### src/rtl/seq_alu.sv
// ---------------------------------------------------------------------------
// seq_alu -- small sequential ALU with single-cycle logic/arithmetic ops and
// iterative (one bit per cycle) multiply, unsigned divide and remainder.
//
// Ports
//   clk     in   1      clock, all state changes on the rising edge
//   rst     in   1      synchronous active-high reset
//   start   in   1      request, only looked at while idle
//   ALUC    in   4      operation code, captured with start
//   A, B    in   WIDTH  operands, captured with start
//   busy    out  1      high while an iterative operation is running
//   done    out  1      one-cycle pulse when result/zero have just updated
//   result  out  WIDTH  registered result, held until the next done
//   zero    out  1      registered flag, updated together with result
// ---------------------------------------------------------------------------
module seq_alu #(
    parameter int WIDTH = 32
) (
    input  logic             clk,
    input  logic             rst,
    input  logic             start,
    input  logic [3:0]       ALUC,
    input  logic [WIDTH-1:0] A,
    input  logic [WIDTH-1:0] B,
    output logic             busy,
    output logic             done,
    output logic [WIDTH-1:0] result,
    output logic             zero
);

    localparam int CW = $clog2(WIDTH + 1);

    typedef enum logic {
        IDLE = 1'b0,
        ITER = 1'b1
    } state_t;

    // Iterative op kinds reuse the low two bits of the 10xx codes.
    localparam logic [1:0] KIND_MUL  = 2'b00;
    localparam logic [1:0] KIND_DIVU = 2'b01;
    localparam logic [1:0] KIND_REMU = 2'b10;

    state_t           state_q, state_d;
    logic [CW-1:0]    count_q, count_d;
    logic [1:0]       kind_q, kind_d;
    // opA holds the multiplicand (shifting left) or the divisor (static).
    logic [WIDTH-1:0] opA_q, opA_d;
    // work holds the multiplier (shifting right) or dividend turning into quotient.
    logic [WIDTH-1:0] work_q, work_d;
    // acc holds the running product or the partial remainder.
    logic [WIDTH-1:0] acc_q, acc_d;
    logic [WIDTH-1:0] result_q, result_d;
    logic             zero_q, zero_d;
    logic             done_q, done_d;

    logic [WIDTH-1:0] singleRes;
    logic             singleZero;
    logic [WIDTH-1:0] mulAcc;
    logic [WIDTH:0]   remShift;
    logic [WIDTH:0]   remDiff;
    logic             remFits;
    logic [WIDTH-1:0] divRem;
    logic [WIDTH-1:0] divQuot;
    logic [WIDTH-1:0] iterRes;

    // Combinational result of the single-cycle operations. The equality codes
    // drive zero with the compare flag itself rather than with result==0.
    always_comb begin
        singleRes  = '0;
        singleZero = 1'b0;
        case (ALUC)
            4'b0000: singleRes = A + B;
            4'b0001: singleRes = A - B;
            4'b0010: singleRes = A & B;
            4'b0011: singleRes = A | B;
            4'b0100: singleRes = {{(WIDTH-1){1'b0}}, ($signed(A) < $signed(B))};
            4'b0101: singleRes = {{(WIDTH-1){1'b0}}, (A != B)};
            4'b0110: singleRes = {{(WIDTH-1){1'b0}}, (A == B)};
            4'b0111: singleRes = {{(WIDTH-1){1'b0}}, (A < B)};
            default: singleRes = '0;
        endcase
        if (ALUC == 4'b0101 || ALUC == 4'b0110) begin
            singleZero = singleRes[0];
        end else begin
            singleZero = (singleRes == '0);
        end
    end

    // One iteration step for each iterative kind. The multiply is a plain
    // LSB-first shift-add; the divide is a restoring shift-subtract where the
    // borrow bit of the trial subtraction decides whether to keep it. A zero
    // divisor falls out naturally: every trial succeeds, giving an all-ones
    // quotient and the dividend as remainder.
    always_comb begin
        mulAcc   = acc_q + (work_q[0] ? opA_q : '0);
        remShift = {acc_q, work_q[WIDTH-1]};
        remDiff  = remShift - {1'b0, opA_q};
        remFits  = ~remDiff[WIDTH];
        divRem   = remFits ? remDiff[WIDTH-1:0] : remShift[WIDTH-1:0];
        divQuot  = {work_q[WIDTH-2:0], remFits};
        case (kind_q)
            KIND_DIVU: iterRes = divQuot;
            KIND_REMU: iterRes = divRem;
            default:   iterRes = mulAcc;
        endcase
    end

    // Next-state logic. In IDLE a start either completes a single-cycle op at
    // once or captures the operands for the iterative engine. In ITER the
    // counter runs down from WIDTH and the final step publishes the result.
    always_comb begin
        state_d  = state_q;
        count_d  = count_q;
        kind_d   = kind_q;
        opA_d    = opA_q;
        work_d   = work_q;
        acc_d    = acc_q;
        result_d = result_q;
        zero_d   = zero_q;
        done_d   = 1'b0;
        case (state_q)
            IDLE: begin
                if (start) begin
                    if (ALUC == 4'b1000 || ALUC == 4'b1001 || ALUC == 4'b1010) begin
                        state_d = ITER;
                        count_d = CW'(WIDTH);
                        kind_d  = ALUC[1:0];
                        acc_d   = '0;
                        if (ALUC == 4'b1000) begin
                            opA_d  = A;
                            work_d = B;
                        end else begin
                            opA_d  = B;
                            work_d = A;
                        end
                    end else begin
                        result_d = singleRes;
                        zero_d   = singleZero;
                        done_d   = 1'b1;
                    end
                end
            end
            ITER: begin
                count_d = count_q - CW'(1);
                if (kind_q == KIND_MUL) begin
                    acc_d  = mulAcc;
                    opA_d  = opA_q << 1;
                    work_d = work_q >> 1;
                end else begin
                    acc_d  = divRem;
                    work_d = divQuot;
                end
                if (count_q == CW'(1)) begin
                    state_d  = IDLE;
                    result_d = iterRes;
                    zero_d   = (iterRes == '0);
                    done_d   = 1'b1;
                end
            end
            default: state_d = IDLE;
        endcase
    end

    // State register. Reset takes priority over everything, so a start seen
    // together with reset is dropped and an operation in flight is abandoned.
    always_ff @(posedge clk) begin
        if (rst) begin
            state_q  <= IDLE;
            count_q  <= '0;
            kind_q   <= KIND_MUL;
            opA_q    <= '0;
            work_q   <= '0;
            acc_q    <= '0;
            result_q <= '0;
            zero_q   <= 1'b0;
            done_q   <= 1'b0;
        end else begin
            state_q  <= state_d;
            count_q  <= count_d;
            kind_q   <= kind_d;
            opA_q    <= opA_d;
            work_q   <= work_d;
            acc_q    <= acc_d;
            result_q <= result_d;
            zero_q   <= zero_d;
            done_q   <= done_d;
        end
    end

    assign busy   = (state_q == ITER);
    assign done   = done_q;
    assign result = result_q;
    assign zero   = zero_q;

endmodule

### config.mk
export PLATFORM = sky130hd
export DESIGN_NAME = seq_alu
export DESIGN_NICKNAME = d
export VERILOG_FILES = /design/src/rtl/seq_alu.sv
export SDC_FILE = /design/constraint.sdc
export NUM_CORES = 1
export LEC_CHECK = 0
export CORE_MARGIN = 2
export CORE_UTILIZATION = 50
export DETAILED_ROUTE_END_ITERATION = 8
export GPL_ROUTABILITY_DRIVEN = 0
export MAX_ROUTING_LAYER = met4
export PLACE_DENSITY = 0.71
export SYNTH_ARGS = -nofsm -noshare
export SYNTH_HDL_FRONTEND = slang
export SYNTH_SLANG_ARGS = --single-unit
### constraint.sdc
create_clock -name clk -period 11.2 [get_ports clk]
set_input_delay 2.24 -clock clk [delete_from_list [all_inputs] [get_ports clk]]
set_output_delay 2.24 -clock clk [all_outputs]
set_load 0.03 [all_outputs]
Yosys cells after proc, flatten, opt, wreduce, memory -nomap -nowiden:

Cells that the tools add are included.

* output and inout port bits: 35
* register bits after elaboration: 139
* bits of input ports: 71

* order comparisons: 2
* multiplexer cells: 38
* eq/ne operators: 20
* bitwise operators: 4
* add/subtract/negate cells: 5
* reduce and logical (&&, ||, !) cells: 11

Operators with widths (number)
* 2-to-1 mux 32 bit: 16
* case mux 32 bit (2 select lines): 5
* case mux 32 bit (8 select lines): 1
* adder 32 bit: 2
* logical NOT 32 bit: 2
* < comparator 32 bit: 2
* subtractor 33 x 32 -> 33 bit: 1
* bitwise AND 32 bit: 1
* equality test 32 bit: 1
* != test 32 bit: 1
* OR 32 bit: 1
* subtractor 32 bit: 1
* equality test 4 x 3 -> 1 bit (second input constant): 4
* equality test 4 bit (second input constant): 3
* 2-to-1 mux 6 bit: 2
* case mux 6 bit (2 select lines): 1
* 2-to-1 mux 1 bit: 10
* AND reduction 3 bit: 3
* equality test 4 x 2 -> 1 bit (second input constant): 2
* equality test 6 x 1 -> 1 bit (second input constant): 1
* != test 2 bit (second input constant): 3
* case mux 1 bit (2 select lines): 3
* subtractor 6 x 1 -> 6 bit (second input constant): 1
* equality test 4 x 1 -> 1 bit (second input constant): 1
* other kinds (8): 12

Logic depth before layout (Yosys ltp):

Gate-level depths: netlist of run 1.

* depth in word-level cells: 7
* gate-level depth with buffers: 18
* gate-level depth less buffers: 16

Least setup slack after synthesis of run 1:

Ideal clock, no wire load.

* path type: input -> register
* start point: input A[0]
* end point: register zero_q, in the netlist zero
* stages on the path: 14
* data arrival time: 5407 ps
* slack: 5733 ps
* data required time: 11140 ps
* path buffers: 0
* cell sequence: ha_1 > fa_1 > a21o_1 > a221o_1 > a221oi_2 > a211oi_1 > or4_1 > o21ai_2 > nor2_1 > a211o_1 > a221oi_1 > inv_1 > nor4_1 > a311o_1

* longest elaborated chain between the ends: 7
* elaborated cells on any way between the ends: 14

RTL lines
* from (decl): line 23 `input logic [WIDTH-1:0] A,`
* subtractor 32 bit (tied with other cells): line 73 `4'b0001: singleRes = A - B;`
* case mux 32 bit (8 select lines) (*): line 71 `case (ALUC)`
* logical NOT 32 bit: line 85 `singleZero = (singleRes == '0);`
* 2-to-1 mux 1 bit (*): line 82 `if (ALUC == 4'b0101 || ALUC == 4'b0110) begin`
* 2-to-1 mux 1 bit (*): line 124 `if (ALUC == 4'b1000 || ALUC == 4'b1001 || ALUC == 4'b1010) begin`
* 2-to-1 mux 1 bit (*): line 123 `if (start) begin`
* case mux 1 bit (2 select lines) (*): line 121 `case (state_q)`
* to (signal assigned): line 185 `zero_q <= zero_d;`
* to (decl): line 53 `logic zero_q, zero_d;`

Every way passes the cells marked *; elsewhere a longest branch is shown, timed or not. The select of a mux whose other input is x is not followed.
A chain may end at the register's enable or synchronous reset.

Final worst setup path of run 1:

* start point: input B[9]
* end point: register zero_q, in the netlist zero

* longest elaborated chain between the ends: 7
* elaborated cells on any way between the ends: 14

RTL lines
* from (decl): line 24 `input logic [WIDTH-1:0] B,`
* subtractor 32 bit (tied with other cells): line 73
* case mux 32 bit (8 select lines) (*): line 71
* logical NOT 32 bit: line 85
* 2-to-1 mux 1 bit (*): line 82
* 2-to-1 mux 1 bit (*): line 124
* 2-to-1 mux 1 bit (*): line 123
* case mux 1 bit (2 select lines) (*): line 121

Marks and branches as above.

==> parameters.txt, run 1 <==
Parameter                              Value

Detailed routing
  Wire length after detailed routing ... 63.4 mm
  DR DRC count ... 0
  DR vias ... 19100
  Via count normalized by instance count ... 6.67
  TritonRoute pass-1 iters ... 7
  DRT antenna net count ... 0
  Wire per inst ... 22.1 um
  Iteration-0 DRC count of the detailed router ... 2657

Floorplan
  Y dimension of the die ... 189 um
  Chip Width ... 189 um
  Number of placement rows ... 67
  Starting Density ... 0.509
  Area of the die ... 35700 um2
  Core Area ... 33600 um2
  Number of primary I/O pins ... 106

Logic synthesis
  Mux cell area share after synthesis ... 0.0584
  Distinct cells, synth ... 91
  Compound-gate portion of the synthesized area ... 0.329
  Primary flip-flop cell chosen by synthesis mapping ... sky130_fd_sc_hd__dfxtp_1
  Share of the synthesized area in the top cell type ... 0.163
  Synth Area in Adders ... 0.130
  EDFF count, synth ... 0
  Mean instance size in the synthesized netlist ... 7.11 um2
  Xor/xnor share of the synthesized area ... 0.0409
  Number of warnings reported in the yosys synthesis log ... 0
  Largest family of logic cells by synthesized area ... compound AO/OA/AOI/OAI gates
  Instance count of the mapped netlist ... 2408
  Fraction of registers with async set/reset ... 0
  Number of register bits inferred by synthesis ... 139
  Net Count, Synth ... 2654
  Simple-Gate Fraction of Synth Area ... 0.210
  Post-synthesis cell type with the largest combined area ... sky130_fd_sc_hd__dfxtp_1
  Top cells by area, synth ... sky130_fd_sc_hd__dfxtp_1 (16%), sky130_fd_sc_hd__ha_1 (12%), sky130_fd_sc_hd__a21oi_1 (7.0%)
  Cell area after synthesis ... 17100 um2
  Sequential-to-total area share from yosys stat ... 0.163

Global route
  Pin count of the biggest net entering global routing ... 72
  Final global-route overflow total ... 0
  GRT Total Usage ... 0.358
  Global-route wire length before repair ... 99.0 mm
  Vias in the first global route ... 17700
  Number of antenna violations at the first check in global routing ... 1

Status
  Outcome ... complete, no violations

Power
  Static leakage ... 7.44 nW
  Worst IR drop on VDD ... 120 uV
  Pwr/cell area ... 100 nW/um2

Clocking
  Cts bufs inserted ... 17
  Latest clock arrival within the worst-skew pair ... 440 ps
  Clock tree from TritonCTS ... built
  Root Buffer Master ... sky130_fd_sc_hd__clkbuf_16
  CTS max path bufs ... 2
  CTS Hold Bufs ... 0
  Number of sinks driven by the clock tree ... 139
  Count of buffers added by post-CTS timing repair for setup ... 0
  Maximum level of the CTS H-tree ... 4
  Count of cells resized by post-cts repair ... 0
  Reg clk slew, reported paths ... 60 ps

Worst hold path
  Count of cells along the worst hold path ... 2
  Type of the worst min-delay path ... reg -> reg
  Endpoint of the worst hold-timing path ... result[17]$_SDFFE_PP0P_
  Worst Hold Launch ... result[17]$_SDFFE_PP0P_

Cells and area
  Leading cell type in the layout, fill and taps excluded ... sky130_fd_sc_hd__nand2_1
  Area overhead of the layout relative to synthesis ... 10.6%
  Post-Layout Cell Count ... 2863
  Nets ... 2648
  Share of cells above drive strength 1 ... 0.0443
  Final-layout fill cell count ... 3163
  Post-route cell area ... 18900 um2
  Highest-count cells in the layout ignoring fill and taps ... sky130_fd_sc_hd__nand2_1 (266), sky130_fd_sc_hd__a21oi_1 (237), sky130_fd_sc_hd__nor2_1 (227)

Critical path
  Critical path endpoint category ... flip-flop
  Cell count of the worst reg-to-reg path ... 16
  Register-to-register setup slack ... 5340 ps
  Startpoint Class ... input port
  Class of the most critical setup path ... in -> reg
  Arrival @ worst endpoint ... 6810 ps
  Crit Reg-Reg Startpoint ... work_q[31]$_SDFFE_PP0P_
  Required time of the critical path ... 11580 ps
  Crit path max fanout ... 11
  Worst flop-to-flop path endpoint ... zero$_SDFFE_PP0P_

Place
  Placed cell area ... 18300 um2
  Cell count after placement ... 2831
  Number of port buffers ... 105
  Post-placement worst setup slack ... 4550 ps
  HPWL after detailed placement ... 48.0 mm

Timing
  Period utilization ... 0.575
  Fmax ... 155 MHz
  TNS Setup ... 0 ps
  Final Max Tran Viols ... 0
  Setup slack of the critical path after layout ... 4760 ps
  Slew at the pin with the worst max-slew slack ... 1280 ps
  Period minus WS final ... 6440 ps
  Setup repair after global routing missed its margin ... no
  Worst slew slack as a fraction of its limit ... 0.124
  Clock skew ... 10.8 ps
  Final Setup Violations ... 0
  Final Hold Vio Count ... 0

Flow run
  Max Cap Viol ... 0
==> through the flow <==
| stage | hold WS (ps) | util | power, mW |
|---|---|---|---|
| after detailed placement | 444 | 0.545 | 1.29 |
| after global placement | 442 | 0.545 | 1.28 |
| after global routing | 461 | 0.563 | 1.97 |
| after CTS | 454 | 0.563 | 1.87 |
| final | 452 | 0.563 | 1.90 |
| after floorplan | 444 | - | 1.06 |
==> registers in the layout, summed over array words and instances, names as in the netlist <==
signal / cells
done: 1
kind_q: 2
work_q: 32
acc_q: 32
count_q: 6
busy: 1
result: 32
zero: 1
opA_q: 32
==> synthesized netlist by cell type, drive strengths merged, types with 11 or more instances <==
cell type,instances
a31oi,19
nand3,42
inv,148
o22ai,14
a211oi,119
o211ai,85
nor4,23
o21ai,127
nand2,268
and3,13
a21o,28
clkbuf,124
nand2b,19
a221oi,20
nor2,229
a22oi,19
a21boi,11
ha,171
o31ai,22
o21bai,15
buf,30
o221ai,15
a21oi,241
nand4,33
nor2b,14
dfxtp,139
xor2,21
mux2i,92
xnor2,59
and2,44
nor3,46
==> metal layers <==
metal / vias up / GRT usage / routed length, um
li1: 8811 / - / -
met1: 8846 / 0.463 / 25800
met2: 1200 / 0.539 / 27200
met3: 241 / 0.0532 / 6470
met4: 0 / 0.187 / 3960
met5: - / - / 0
==> worst max-delay path: stages <==
cell and delay, ps:
sky130_fd_sc_hd__clkdlybuf4s50_1 550, sky130_fd_sc_hd__inv_1 100, sky130_fd_sc_hd__ha_1 490, sky130_fd_sc_hd__a21oi_1 160, sky130_fd_sc_hd__a21boi_0 450, sky130_fd_sc_hd__nor2_1 160, sky130_fd_sc_hd__a2111oi_0 1130, sky130_fd_sc_hd__o22ai_1 200
sky130_fd_sc_hd__xnor2_1 200, sky130_fd_sc_hd__o21ai_0 170, sky130_fd_sc_hd__nor4_1 270, sky130_fd_sc_hd__nand4_1 130, sky130_fd_sc_hd__nor4_1 340, sky130_fd_sc_hd__a311o_1 210
==> power breakdown <==
| part | total, mW | internal [mW] | switching, mW |
|---|---|---|---|
| registers | 0.551 | 0.520 | 0.0310 |
| logic | 0.753 | 0.268 | 0.485 |
| clock network | 0.596 | 0.360 | 0.236 |
| total | 1.90 | 1.15 | 0.752 |
==> worst max-delay path by stage <==
stage	from	end	slack [ps]	cells after the start
after CTS	A[4]	zero$_SDFFE_PP0P_	4980	14
after floorplan	A[0]	zero$_SDFFE_PP0P_	5730	14
final	B[9]	zero$_SDFFE_PP0P_	4760	14
after global routing	A[17]	zero$_SDFFE_PP0P_	4500	14
after detailed placement	A[4]	zero$_SDFFE_PP0P_	4550	14
after global placement	A[4]	zero$_SDFFE_PP0P_	4540	14
==> cell families (layout without fill, tap and decap cells) <==
kind of cell,count (synthesis),in the layout
AOI/OAI and AO/OA,836,836
and+or+nand+nor,773,773
buffers and inverters,306,312
adders and majority gates,175,175
DFF,139,139
muxes,99,99
xor gates and xnor gates,80,80
other,0,1
==> layout make-up <==
cell class | instances | area [um2] | share of cell area
multi-input combinational | 1963 | 13200 | 0.696
clock buffer | 20 | 457 | 0.0241
timing repair buffer | 129 | 1220 | 0.0647
antenna | 1 | 2.50 | 0.000132
tap | 448 | 561 | 0.0296
inverter | 152 | 571 | 0.0301
clock inverter | 11 | 145 | 0.00767
sequential | 139 | 2790 | 0.147
Note: power is estimated with default switching activity, not from simulation.
==> inputs of run 2 (changes only) <==
--- a/config.mk
+++ b/config.mk
@@ -10,7 +10,7 @@
 export DETAILED_ROUTE_END_ITERATION = 8
 export GPL_ROUTABILITY_DRIVEN = 0
 export MAX_ROUTING_LAYER = met4
-export PLACE_DENSITY = 0.71
+export PLACE_DENSITY = 0.74
 export SYNTH_ARGS = -nofsm -noshare
 export SYNTH_HDL_FRONTEND = slang
 export SYNTH_SLANG_ARGS = --single-unit
==> constraint.sdc (replaced) <==
create_clock -name clk -period 5.85 [get_ports clk]
set_input_delay 1.17 -clock clk [delete_from_list [all_inputs] [get_ports clk]]
set_output_delay 1.17 -clock clk [all_outputs]
set_load 0.03 [all_outputs]
==> parameters.txt, run 2 (synthesis results as in run 1) <==
Parameter                              Value

Floorplan
  Y dimension of the die ... 189 um (unchanged)
  Area of the die ... 35700 um2 (unchanged)
  Core Area ... 33600 um2 (unchanged)
  Number of primary I/O pins ... 106 (unchanged)
  Number of placement rows ... 67 (unchanged)
  Starting Density ... 0.509 (unchanged)
  Chip Width ... 189 um (unchanged)

Timing
  Worst Hold Slack ... 460 ps (+7.65 ps)
  Worst slew slack as a fraction of its limit ... 0.399 (+0.274)
  TNS Setup ... 0 ps (unchanged)
  Final Setup Violations ... 0 (unchanged)
  Period minus WS final ... 5490 ps
  Clock skew ... 11.6 ps (+0.849 ps)
  Final Hold Vio Count ... 0 (unchanged)
  Setup repair after global routing missed its margin ... no
  Final Max Tran Viols ... 0 (unchanged)
  Period utilization ... 0.938
  Fmax ... 182 MHz
  Slew at the pin with the worst max-slew slack ... 902 ps (-379 ps)

Clocking
  Root Buffer Master ... sky130_fd_sc_hd__clkbuf_16
  CTS max path bufs ... 2 (unchanged)
  Latest clock arrival within the worst-skew pair ... 440 ps (about the same)
  Clock tree from TritonCTS ... built
  CTS Hold Bufs ... 0 (unchanged)
  Count of cells resized by post-cts repair ... 0 (unchanged)
  Cts bufs inserted ... 17 (unchanged)
  Reg clk slew, reported paths ... 60 ps (about the same)
  Number of sinks driven by the clock tree ... 139 (unchanged)
  Count of buffers added by post-CTS timing repair for setup ... 0 (unchanged)
  Maximum level of the CTS H-tree ... 4 (unchanged)

Cells and area
  Share of cells above drive strength 1 ... 0.0526 (+0.00826)
  Leading cell type in the layout, fill and taps excluded ... sky130_fd_sc_hd__nand2_1
  Area overhead of the layout relative to synthesis ... 11.4%
  Fin util ... 0.567 (+0.00421)
  Highest-count cells in the layout ignoring fill and taps ... sky130_fd_sc_hd__nand2_1 (266), sky130_fd_sc_hd__a21oi_1 (237), sky130_fd_sc_hd__nor2_1 (227)
  Nets ... 2667 (+0.72%)
  Number of antenna repair diodes ... 0 (-1)

Power
  Static leakage ... 7.54 nW (+1.2%)
  Pwr/cell area ... 191 nW/um2 (+90%)
  Worst IR drop on VDD ... 224 uV (+86%)

Global route
  Global-route wire length before repair ... 98.9 mm (-0.11%)
  Vias in the first global route ... 18100 (+2.1%)
  Final global-route overflow total ... 0 (unchanged)
  GRT Total Usage ... 0.355 (-0.00291)
  Number of antenna violations at the first check in global routing ... 0 (-1)
  Pin count of the biggest net entering global routing ... 72 (unchanged)

Critical path
  Crit Reg-Reg Startpoint ... work_q[31]$_SDFFE_PP0P_
  CP Capture Point ... zero$_SDFFE_PP0P_
  Largest stage delay on the critical path ... 730 ps (-400 ps)
  Critical path endpoint category ... flip-flop
  Worst flop-to-flop path endpoint ... zero$_SDFFE_PP0P_
  Arrival @ worst endpoint ... 5870 ps (-940 ps)
  Class of the most critical setup path ... reg -> reg
  Cell count of the worst reg-to-reg path ... 17 (+1)
  Worst Setup SP ... work_q[31]$_SDFFE_PP0P_
  Startpoint Class ... flip-flop
  Worst path cell trace ... inv_1 -> ha_1 -> inv_1 -> fa_1 -> a211oi_1 -> o211ai_1 -> a21oi_2 -> a21oi_4 -> or4_1 -> and4_1 -> nor3_1 -> o211ai_1 -> nor4_1 -> buf_4 -> nand4_1 -> nor4_1 -> a311o_1
  Crit path max fanout ... 11 (unchanged)
  Required time of the critical path ... 6230 ps (-5350 ps)
  Register-to-register setup slack ... 360 ps (-4980 ps)
  Critical-path cell with the highest stage delay ... sky130_fd_sc_hd__or4_1

Worst hold path
  Type of the worst min-delay path ... reg -> reg

Detailed routing
  Iteration-0 DRC count of the detailed router ... 2580 (-2.9%)
  Via count normalized by instance count ... 6.75 (+1.2%)
  DR DRC count ... 6 (+6)
  DR vias ... 19400 (+1.8%)
  Wire length after detailed routing ... 63.2 mm (-0.38%)
  TritonRoute pass-1 iters ... 9 (+2)
  Wire per inst ... 21.9 um (-1.0%)
  DRT antenna net count ... 0 (unchanged)

Place
  HPWL after detailed placement ... 48.1 mm (+0.18%)
  Number of port buffers ... 105 (unchanged)

Status
  Outcome ... finished, violations left
  Violations in the final reports ... design-rule violations

Flow run
  Max Cap Viol ... 0 (unchanged)
==> run 2: changes by cell type in the layout (fill, tap and decap cells not counted), sizes merged <==
cell,delta
inv,+3
buf,+19
diode,-1
clkinv,-2
bufinv,-1
clkinvlp,+1
==> run 2: worst max-delay path, delay by kind of cell, from the launching register on <==
kind	cells	cell delay [ps]
adders and majority gates	2	660
and+or+nand+nor	6	2440
DFF	1	390
AOI/OAI and AO/OA	6	1500
buffers and inverters	3	430
==> run 2: how the worst min path moves through the flow <==
stage | to | startpoint | cells past startpoint | slack (ps)
after floorplan | count_q[5]$_SDFFE_PP0P_ | count_q[5]$_SDFFE_PP0P_ | 1 | 440
after global placement | result[18]$_SDFFE_PP0P_ | result[18]$_SDFFE_PP0P_ | 2 | 440
after detailed placement | result[18]$_SDFFE_PP0P_ | result[18]$_SDFFE_PP0P_ | 2 | 450
after CTS | result[18]$_SDFFE_PP0P_ | result[18]$_SDFFE_PP0P_ | 2 | 460
after global routing | result[11]$_SDFFE_PP0P_ | result[11]$_SDFFE_PP0P_ | 2 | 470
final | result[18]$_SDFFE_PP0P_ | result[18]$_SDFFE_PP0P_ | 2 | 460
==> run 2: report_power, final <==
group          internal, mW  switching, mW  total [mW]  leakage (nW)
sequential            0.995         0.0556        1.05          1.13
combinational         0.529          0.941        1.47          6.12
clock                 0.665          0.458        1.12         0.286
total                  2.19           1.45        3.64          7.54
==> run 2: final cells by class <==
class,instances,area (um2)
clock buffer,20,467
clock inverter,12,136
fill,3121,14600
inverter,152,571
multi-input combinational,1963,13200
sequential,139,2790
tap,448,561
timing repair buffer,148,1370
==> run 2: layer usage <==
metal	vias up	GRT usage	part of all wire
met1	8940	0.451	0.40
met4	0	0.209	0.069
met5	-	-	0
met2	1326	0.525	0.42
li1	8862	-	-
met3	321	0.0632	0.11
==> run 2: metrics by stage <==
step / setup WS [ps] / instances / area, um2 / total power, mW
after global routing: 284 / 2882 / 19100 / 3.78
final: 362 / 2882 / 19100 / 3.64
after floorplan: 1450 / 2408 / 17100 / 2.02
after CTS: 653 / 2882 / 19100 / 3.59
after global placement: 559 / 2850 / 18500 / 2.45
after detailed placement: 381 / 2850 / 18500 / 2.48
